## src/rtl/regfile_wb_arbiter.sv

```systemverilog
// regfile_wb_arbiter: shares the single register-file write port between the
// in-order WB stage and a long-latency unit (MDU: mul/div/load-miss).
// WB has priority; after MAX_WAIT consecutive MDU losses the arbiter spends
// one cycle in STARVE, stalling WB and granting the MDU.
// Optional feature macro: REGFILE_INIT_EN. When it is defined, an INIT sweep
// after reset writes 0 to x1..x31 before normal arbitration starts.
//
// Handshake semantics (valid/ready): the MDU raises mdu_valid with stable
// mdu_rd/mdu_data and keeps them until it sees mdu_ready. A transfer happens
// on the posedge where mdu_valid & mdu_ready are both high. mdu_ready never
// depends on anything but the current inputs and registered arbitration
// state. WB is not handshaked: wb_stall=1 means "this cycle's write did not
// happen, hold wb_rd/wb_data".
// The grant is combinational, so the winning write lands on the same posedge
// as its request. The FSM state is visible as state_q for debug binding.
module regfile_wb_arbiter #(
  parameter int XLEN     = 32,
  parameter int ADDR_W   = 5,
  parameter int MAX_WAIT = 4
) (
  input  logic              clk,
  input  logic              rst,
  input  logic              wb_valid,
  input  logic [ADDR_W-1:0] wb_rd,
  input  logic [XLEN-1:0]   wb_data,
  output logic              wb_stall,
  input  logic              mdu_valid,
  input  logic [ADDR_W-1:0] mdu_rd,
  input  logic [XLEN-1:0]   mdu_data,
  output logic              mdu_ready,
  output logic              RegWrite,
  output logic [ADDR_W-1:0] rd,
  output logic [XLEN-1:0]   write_data,
  output logic              busy_init
);

  localparam int CW = $clog2(MAX_WAIT + 1);
  localparam logic [CW-1:0] LOSS_LIMIT = CW'(MAX_WAIT - 1);

`ifdef REGFILE_INIT_EN
  typedef enum logic [1:0] {S_NORMAL = 2'd0, S_STARVE = 2'd1, S_INIT = 2'd2} state_t;
  localparam state_t RESET_STATE = S_INIT;
  logic [ADDR_W-1:0] init_ptr_q, init_ptr_d;
`else
  typedef enum logic [1:0] {S_NORMAL = 2'd0, S_STARVE = 2'd1} state_t;
  localparam state_t RESET_STATE = S_NORMAL;
`endif

  state_t        state_q, state_d;
  logic [CW-1:0] wait_q, wait_d;
  logic          wb_req, mdu_req, mdu_hs;

  // x0 writes are discarded: a request to x0 is never a real write.
  assign wb_req  = wb_valid & (wb_rd != '0);
  assign mdu_req = mdu_valid & (mdu_rd != '0);

  // Arbitration state register; reset restarts from the reset state.
  always_ff @(posedge clk) begin
    if (rst) begin
      state_q <= RESET_STATE;
      wait_q  <= '0;
`ifdef REGFILE_INIT_EN
      init_ptr_q <= ADDR_W'(1);
`endif
    end else begin
      state_q <= state_d;
      wait_q  <= wait_d;
`ifdef REGFILE_INIT_EN
      init_ptr_q <= init_ptr_d;
`endif
    end
  end

  // Grant decision, write-port mux and next-state logic.
  always_comb begin
    state_d    = state_q;
    wait_d     = wait_q;
    RegWrite   = 1'b0;
    rd         = wb_rd;
    write_data = wb_data;
    wb_stall   = 1'b0;
    mdu_ready  = 1'b0;
    busy_init  = 1'b0;
    mdu_hs     = 1'b0;
`ifdef REGFILE_INIT_EN
    init_ptr_d = init_ptr_q;
`endif
    if (!rst) begin
      case (state_q)
        S_NORMAL: begin
          if (wb_req) begin
            RegWrite  = 1'b1;
            // An x0 MDU result can retire alongside a WB write.
            mdu_ready = ~mdu_valid | (mdu_rd == '0);
          end else begin
            RegWrite   = mdu_req;
            rd         = mdu_rd;
            write_data = mdu_data;
            mdu_ready  = 1'b1;
          end
          mdu_hs = mdu_valid & mdu_ready;
          if (wb_req & mdu_req) begin
            if (wait_q == LOSS_LIMIT) begin
              state_d = S_STARVE;
              wait_d  = '0;
            end else begin
              wait_d = wait_q + CW'(1);
            end
          end else if (mdu_hs) begin
            wait_d = '0;
          end
        end
        S_STARVE: begin
          // One forced MDU slot; a dropped mdu_valid simply wastes it.
          wb_stall   = wb_valid;
          RegWrite   = mdu_req;
          rd         = mdu_rd;
          write_data = mdu_data;
          mdu_ready  = 1'b1;
          wait_d     = '0;
          state_d    = S_NORMAL;
        end
`ifdef REGFILE_INIT_EN
        S_INIT: begin
          RegWrite   = 1'b1;
          rd         = init_ptr_q;
          write_data = '0;
          busy_init  = 1'b1;
          wb_stall   = wb_valid;
          if (init_ptr_q == '1) begin
            state_d = S_NORMAL;
          end else begin
            init_ptr_d = init_ptr_q + ADDR_W'(1);
          end
        end
`endif
        default: state_d = S_NORMAL;
      endcase
    end
  end

endmodule

```

## config.mk

```make
export PLATFORM = sky130hd
export DESIGN_NAME = regfile_wb_arbiter
export DESIGN_NICKNAME = d
export VERILOG_FILES = /design/src/rtl/regfile_wb_arbiter.sv
export SDC_FILE = /design/constraint.sdc
export NUM_CORES = 1
export LEC_CHECK = 0
export CAP_MARGIN = 5
export CELL_PAD_IN_SITES_DETAIL_PLACEMENT = 2
export CELL_PAD_IN_SITES_GLOBAL_PLACEMENT = 2
export CORE_MARGIN = 2
export CORE_UTILIZATION = 15
export CTS_CLUSTER_SIZE = 10
export DETAILED_ROUTE_END_ITERATION = 16
export PLACE_DENSITY_LB_ADDON = 0.1
export SYNTH_ARGS = -nofsm -noshare
export SYNTH_HDL_FRONTEND = slang
export SYNTH_SLANG_ARGS = --single-unit
```

## constraint.sdc

```tcl
create_clock -name clk -period 2.5 [get_ports clk]
set_clock_uncertainty 0.15 [all_clocks]
set_input_delay 0.5 -clock clk [delete_from_list [all_inputs] [get_ports clk]]
set_output_delay 0.5 -clock clk [all_outputs]
set_load 0.02 [all_outputs]
```

==> results of run 1 <==
[final timing paths]
| check | start | endpoint | slack (ps) | cells after the start |
|---|---|---|---|---|
| hold reg to reg | wait_q[2] | wait_q[2] | 320 | 2 |
| hold / removal | wait_q[2] | wait_q[2] | 320 | 2 |
| setup / recovery | wb_rd[0] | write_data[0] | -180 | 7 |
| setup reg to reg | state_q[0] | wait_q[0] | 1000 | 6 |
[layer usage]
| layer | up-vias | part of all wire (%) | track usage, % |
|---|---|---|---|
| li1 | 997 | - | - |
| met1 | 993 | 42 | 19.00 |
| met2 | 70 | 51 | 27.60 |
| met3 | 0 | 6.4 | 2.159 |
| met4 | 0 | 0 | 1.264 |
| met5 | - | 0 | 0 |
[area by class of cell]
type	instances	area, um^2
Tap cell	111	138.9
Sequential cell	4	80.08
Multi-Input combinational cell	169	1413
Timing Repair Buffer	154	1653
Fill cell	1015	5739
Clock buffer	3	41.29
[placed cells by master (no fill, tap or decap), drive strengths merged]
cell	instances
a21oi	1
buf	80
clkbuf	4
clkdlybuf4s50	69
conb	1
dfxtp	4
dlygate4sd2	3
dlymetal6s2s	1
ha	1
nand2	38
nand2b	39
nor2	3
nor2b	1
nor3	1
nor4	1
o211ai	64
o21a	1
o21ai	12
o21ba	1
o31ai	3
or4	2
[critical path, cell delays in order]
cell	delay [ps]
buf_6	90
or4_4	560
o21a_4	260
buf_12	140
buf_12	130
o211ai_1	170
buf_4	170
[cells by family (layout without fill, tap and decap cells)]
group | Yosys count | count (layout) | share of synthesized area, %
flip-flops | 4 | 4 | 5.803
AO/OA/AOI/OAI | 82 | 82 | 51.50
adder cells (fa/ha/maj) | 1 | 1 | 0.9065
AND/OR/NAND/NOR | 85 | 85 | 31.46
buffers and inverters | 26 | 157 | 10.06
other | 1 | 1 | 0.2717
[flip-flops by register name, summed over array words and instances (netlist names)]
| signal | flops |
|---|---|
| wait_q | 3 |
| state_q | 1 |
[power breakdown]
group	internal (mW)	leakage [nW]	switching (mW)
combinational	0.360	1.23	0.301
clock	0.103	0.0216	0.0344
sequential	0.0657	0.0324	0.00103
[repair_timing]
item / in CTS / in global routing
resized for setup: 258 / 25
endpoints found under the setup margin: 39 / 40
pin swaps: 28 / 31
gates cloned: 5 / 0
setup buffers: 5 / 6
==> impl_metrics.yaml, run 1 <==
run_status:
  status: "complete, but fails checks"
  violations: "setup timing"
synth:
  ys_top_cells_by_area: "o211ai_2 (23%), o211ai_1 (21%), nand2b_1 (18%)"
  synth_warnings: 0
  synth_seq_cells: 4
  synthFlopType: "dfxtp_1"
  netlist_area_um2: 1380
  yosysTopAreaCellShare_pct: 22.67
  syn_inst: 199
  syn-num-nets: 278
  syn_area_per_cell_um2: 6.935
  synth.distinct_cells: 22
  yosysTopAreaCell: "o211ai_2"
  ys_seq_area_share_pct: 5.802
  async_flop_share_pct: 0
  synth_edf_count: 0
  synth_common_cells: "nand2b_1 (39), o211ai_1 (39), nand2_1 (38), o211ai_2 (25), clkbuf_1 (20)"
clock_tree:
  clockBufferDepth: 2
  clk-insertion-delay-late_ps: 210
  worst_setup_hold_path_clk_slew_ps: 30
  cts.sinks: 4
  hold_buffers: 0
  cts_buffers: 3
  cts-root-buf: "clkbuf_8"
  cts_tree: "built"
  htreeDepth: 1
drt:
  first_pass_iters: 4
  num_vias: 2060
  final_antenna_net_count: 0
  viasPerCell: 4.671
  dr.first_iter.drc_count: 26
  wl_mm: 7.510
  wl_per_cell_um: 17.03
  drc_errors: 0
global_routing:
  antenna_found_initial: 0
  grt_pass1_vias: 2301
  grt_pass1_wl_mm: 12.08
  grt_max_degree: 34
  grtUsageTotal_pct: 14.90
  grt-ovfl-total: 0
worst_setup_path:
  worstPathRequired_ps: 1850
  endpoint_kind: "output port"
  critPathKind: "primary input to output port"
  critPathLaunchType: "primary input"
  worstPathMaxFanout: 5
  crit_arrival_ps: 2030
floorplanning:
  die_x_um: 99.92
  placementRows: 35
  fp.dieH_um: 99.92
  die_area_um2: 9984
  coreArea_um2: 9065
  ios: 119
  initial_core_util_pct: 15.22
sta:
  timing.final.ws_setup_ps: -181.8
  period_share_pct: 107.3
  timing_hold_violations_final: 0
  fmax_mhz: 372.9
  tns_ps: -4911
  rsz0062_at_grt: "true"
  hold_ws_ps: 316.8
  setup_viol: 39
  layout_min_cycle_time_ps: 2682
  slew_violations: 0
pwr:
  p_total_mw: 0.8650
  peakVddDrop_mv: 0.1382
  leakagePower_nw: 1.281
  p_per_area_nw_per_um2: 260.1
finish:
  syn_to_final_growth_pct: 141.0
  final_area_um2: 3326
  n_antenna_cell: 0
  nets: 411
  utilization_pct: 36.69
  fin_cells: 441
  drive_gt1_share_pct: 36.67
placement:
  gp_congestion: 0.7390
  portBuffers: 117
  placed_cell_area_um2: 2943
  place_ws_ps: -934.6
  dp_hpwl_mm: 5.437
  dp.cells: 425
min_path:
  min_path_type: "flop to flop"
job:
  maxCapViolations: 0
Power figures use the tool's default switching activity.
==> run 2: changes to the inputs <==
--- a/config.mk
+++ b/config.mk
@@ -8,11 +8,12 @@
 export CAP_MARGIN = 5
 export CELL_PAD_IN_SITES_DETAIL_PLACEMENT = 2
 export CELL_PAD_IN_SITES_GLOBAL_PLACEMENT = 2
+export CORE_ASPECT_RATIO = 1.4
 export CORE_MARGIN = 2
 export CORE_UTILIZATION = 15
 export CTS_CLUSTER_SIZE = 10
 export DETAILED_ROUTE_END_ITERATION = 16
-export PLACE_DENSITY_LB_ADDON = 0.1
+export PLACE_DENSITY_LB_ADDON = 0.15
 export SYNTH_ARGS = -nofsm -noshare
 export SYNTH_HDL_FRONTEND = slang
 export SYNTH_SLANG_ARGS = --single-unit
==> impl_metrics.yaml, run 2 (synthesized netlist as in run 1, its figures left out) <==
pwr:
  clockPowerShare_pct: 26.3
  peakVddDrop_mv: 0.3753
  pwr-share-seq_pct: 7.1
  combPwrFrac_pct: 66.6
  leakagePower_nw: 1.203
  p_per_area_nw_per_um2: 295.9
  p_switching_mw: 0.3358
  swShare_pct: 35.65
  internal-power_mw: 0.6061
finish:
  largest_reg_flops: 3
  final_common_cell: "clkdlybuf4s50_1"
  drive_gt1_share_pct: 35.20
  fin_cells: 428
  nets: 402
  mostFrequentLayoutCells: "clkdlybuf4s50_1 (68), nand2b_1 (39), o211ai_1 (39), nand2_1 (38), buf_6 (36)"
  top_register: "wait_q"
  reg.largest.list: "wait_q x3, state_q x1"
  syn_to_final_growth_pct: 130.6
  fillCellCount: 988
  n_antenna_cell: 0
placement:
  dp.cells: 419
  place_ws_ps: -984.4
  portBuffers: 117
  dp_hpwl_mm: 5.398
  gp_congestion: 0.6629
floorplanning:
  ios: 119
  fp.dieH_um: 117.5
  die_area_um2: 9994
  die_x_um: 85.07
  initial_core_util_pct: 15.37
  placementRows: 41
  coreArea_um2: 8977
worst_setup_path:
  worstPathRequired_ps: 1850
  cp_slowest_cell: "or4_4"
  r2r_cells: 5
  crit_arrival_ps: 1970
  worst-path-buf-inv: 4
  critPathLaunchType: "primary input"
  crit_family: "simple AND/OR/NAND/NOR gates"
  critPathKind: "primary input to output port"
  crit_top_cell: "buf_6"
  worstPathMaxFanout: 8
  cpPeakStageDelay_ps: 550
  endpoint_kind: "output port"
  path_cells: "buf_6 > or4_4 > o21a_4 > buf_8 > buf_4 > o21ai_2 > buf_6"
  crit_cells: 7
sta:
  layout_min_cycle_time_ps: 2616
  timing_hold_violations_final: 0
  rsz0062_at_grt: "true"
  timing.final.ws_setup_ps: -115.9
  setup_viol: 36
  slew_violations: 0
  hold_ws_ps: 317.4
  fmax_mhz: 382.3
  period_share_pct: 104.6
  tns_ps: -2678
global_routing:
  grt_max_degree: 42
  antenna_found_initial: 0
  grt-ovfl-total: 0
  grtUsageTotal_pct: 14.02
  grt_pass1_vias: 2339
  grt_pass1_wl_mm: 11.67
clock_tree:
  cts_buffers: 3
  clockBufferDepth: 2
  cts-root-buf: "clkbuf_16"
  cts_tree: "built"
  cts.sinks: 4
  htreeDepth: 1
  worst_setup_hold_path_clk_slew_ps: 30
  hold_buffers: 0
  clk-insertion-delay-late_ps: 220
drt:
  final_antenna_net_count: 0
  first_pass_iters: 4
  dr.first_iter.drc_count: 41
  viasPerCell: 4.692
  wl_per_cell_um: 16.46
  drc_errors: 0
  wl_mm: 7.047
  num_vias: 2008
min_path:
  hold_depth: 2
  min_path_type: "flop to flop"
run_status:
  violations: "setup timing"
  status: "complete, but fails checks"
job:
  maxCapViolations: 0
==> run 2: routing by layer <==
metal / vias up / share of wire, % / GRT usage (%)
met1: 970 / 38 / 16.33
met2: 61 / 57 / 27.88
met4: 0 / 0 / 0.8929
li1: 977 / - / -
met5: - / 0 / 0
met3: 0 / 5.0 / 1.473
==> run 2: path summary, 6_finish.rpt <==
kind                    from        end  slack [ps]
setup reg to reg  state_q[0]  wait_q[1]        1100
hold reg to reg    wait_q[2]  wait_q[2]         320
hold / removal     wait_q[2]  wait_q[2]         320
setup / recovery    wb_rd[0]      rd[0]        -120
==> run 2: layout make-up <==
cell class / count / area, um^2 / area share [%]
clock buffer: 3 / 75.07 / 2.358
multi-input combinational: 169 / 1414 / 44.42
sequential: 4 / 80.08 / 2.516
tap: 107 / 133.9 / 4.206
timing repair buffer: 145 / 1480 / 46.50
==> run 2: repair_timing <==
action	CTS	global route
pin swaps	14	8
resized for setup	259	15
cloned	1	0
endpoints found under the setup margin	39	39
setup buffers	1	4
==> run 2: worst min-delay path, stage by stage, from the launching register on <==
cell and delay, ps:
dfxtp_1 310, nand2_1 50, o31ai_1 50
==> run 2: power by group through the flow <==
| stage | logic [mW] | clock network [mW] | registers, mW |
|---|---|---|---|
| 3_5_place_dp | 0.591 | 0 | 0.0676 |
| 5_1_grt | 0.673 | 0.256 | 0.0669 |
| 2_1_floorplan | 0.291 | 0 | 0.0673 |
| 3_3_place_gp | 0.585 | 0 | 0.0676 |
| 6_report | 0.627 | 0.248 | 0.0668 |
| 4_1_cts | 0.621 | 0.251 | 0.0668 |
==> run 2: through the flow <==
stage | cell area, um^2 | util [%] | total power [mW]
after CTS | 3094 | 34.47 | 0.9387
after global routing | 3183 | 35.46 | 0.9962
after detailed placement | 2915 | 32.47 | 0.6587
after floorplan | 1555 | - | 0.3578
final | 3183 | 35.46 | 0.9419
after global placement | 2915 | 32.47 | 0.6527
==> run 3: changes to the inputs <==
--- a/config.mk
+++ b/config.mk
@@ -5,7 +5,6 @@
 export SDC_FILE = /design/constraint.sdc
 export NUM_CORES = 1
 export LEC_CHECK = 0
-export CAP_MARGIN = 5
 export CELL_PAD_IN_SITES_DETAIL_PLACEMENT = 2
 export CELL_PAD_IN_SITES_GLOBAL_PLACEMENT = 2
 export CORE_ASPECT_RATIO = 1.4
@@ -14,6 +13,7 @@
 export CTS_CLUSTER_SIZE = 10
 export DETAILED_ROUTE_END_ITERATION = 16
 export PLACE_DENSITY_LB_ADDON = 0.15
+export SKIP_CTS_REPAIR_TIMING = 1
 export SYNTH_ARGS = -nofsm -noshare
 export SYNTH_HDL_FRONTEND = slang
 export SYNTH_SLANG_ARGS = --single-unit
==> impl_metrics.yaml, run 3 (synthesized netlist as in run 1, its figures left out) <==
floorplanning:
  fp.dieH_um: 117.5
  coreArea_um2: 8977
  placementRows: 41
  die_area_um2: 9994
  die_x_um: 85.07
  initial_core_util_pct: 15.37
  ios: 119
drt:
  drc_errors: 0
  viasPerCell: 4.664
  final_antenna_net_count: 0
  num_vias: 1982
  wl_per_cell_um: 16.64
  wl_mm: 7.070
  dr.first_iter.drc_count: 58
  first_pass_iters: 2
worst_setup_path:
  endpoint_kind: "output port"
  worstPathMaxFanout: 7
  r2r_cells: 5
  worstPathRequired_ps: 1850
  rrSetupSlack_ps: 1110
  critPathLaunchType: "primary input"
  reg2reg_from: "state_q[0]"
  critPathKind: "primary input to output port"
  crit_arrival_ps: 1970
  r2r-end: "wait_q[1]"
sta:
  timing.final.ws_setup_ps: -124.4
  layout_min_cycle_time_ps: 2624
  setup_viol: 36
  slew_violations: 0
  rsz0062_at_grt: "true"
  fmax_mhz: 381.0
  timing_hold_violations_final: 0
  period_share_pct: 105.0
clock_tree:
  clk-insertion-delay-late_ps: 220
  cts-root-buf: "clkbuf_16"
  cts.sinks: 4
  cts_buffers: 3
  htreeDepth: 1
  cts_tree: "built"
  clockBufferDepth: 2
  worst_setup_hold_path_clk_slew_ps: 30
finish:
  final_area_um2: 3105
  fin_cells: 425
  mostFrequentLayoutCells: "clkdlybuf4s50_1 (68), nand2b_1 (39), o211ai_1 (39), nand2_1 (38), buf_4 (34)"
  final_common_cell: "clkdlybuf4s50_1"
  reg.largest.list: "wait_q x3, state_q x1"
  top_register: "wait_q"
  syn_to_final_growth_pct: 125.0
  largest_reg_flops: 3
  nets: 399
  n_antenna_cell: 0
  drive_gt1_share_pct: 33.02
global_routing:
  grtUsageTotal_pct: 13.67
  grt_max_degree: 42
  grt_pass1_vias: 2309
  grt_pass1_wl_mm: 11.39
  grt-ovfl-total: 0
  antenna_found_initial: 0
min_path:
  min_from: "wait_q[2]"
  min_path_type: "flop to flop"
  hold_depth: 2
  min_to: "wait_q[2]"
placement:
  dp.cells: 419
  gp_congestion: 0.6629
  placed_cell_area_um2: 2915
  place_ws_ps: -984.4
  dp_hpwl_mm: 5.398
  portBuffers: 117
run_status:
  status: "complete, but fails checks"
  violations: "setup timing"
pwr:
  p_per_area_nw_per_um2: 296.4
  peakVddDrop_mv: 0.3754
  leakagePower_nw: 1.206
job:
  maxCapViolations: 0
run 3: cell count changes in the layout (fill, tap and decap cells not counted), sizes merged:
cell	change
buf	-6
dlymetal6s2s	+5
dlygate4sd2	-4
clkbuf	+3
clkdlybuf4s15	-1
run 3: where the power goes:
group | internal (mW) | switching, mW
Combinational | 0.321 | 0.285
Sequential | 0.0657 | 0.00113
Clock | 0.204 | 0.0437
run 3: worst max-delay path, stage by stage:
cell	delay (ps)
buf_6	90
or4_4	550
o21a_4	300
buf_8	160
o211ai_1	190
buf_4	180
run 3: cell type report:
cell class	instances	area, um^2
Timing Repair Buffer	142	1424
Fill cell	995	5872
Clock buffer	3	75.07
Tap cell	107	133.9
Sequential cell	4	80.08
Multi-Input combinational cell	169	1393
run 3: how the worst max path moves through the flow:
| stage | start | cells after the start | to |
|---|---|---|---|
| final | wb_rd[0] | 6 | write_data[2] |
| after global routing | wb_rd[0] | 6 | write_data[2] |
| after CTS | wb_rd[3] | 6 | mdu_ready |
| after detailed placement | wb_rd[3] | 6 | mdu_ready |
| after global placement | wb_rd[3] | 6 | mdu_ready |
| after floorplan | wb_rd[3] | 6 | rd[0] |
run 3: through the flow:
step                hold WS [ps]  setup TNS (ps)  total power, mW  utilization (%)
floorplan                  279.2          -549.7           0.3578                -
global placement           289.0          -34630           0.6527            32.47
finish                     317.4           -3028           0.9206            34.59
detailed placement         321.7          -35240           0.6587            32.47
global route               354.7           -4601           0.9725            34.59
CTS                        329.3          -35310           0.9121            33.31
run 3: routing by layer:
layer	global-route usage, %	routed length, um	vias up
li1	-	-	972
met1	15.73	2662	956
met2	27.05	4079	54
met3	1.613	328	0
met4	1.290	0	0
met5	0	0	-
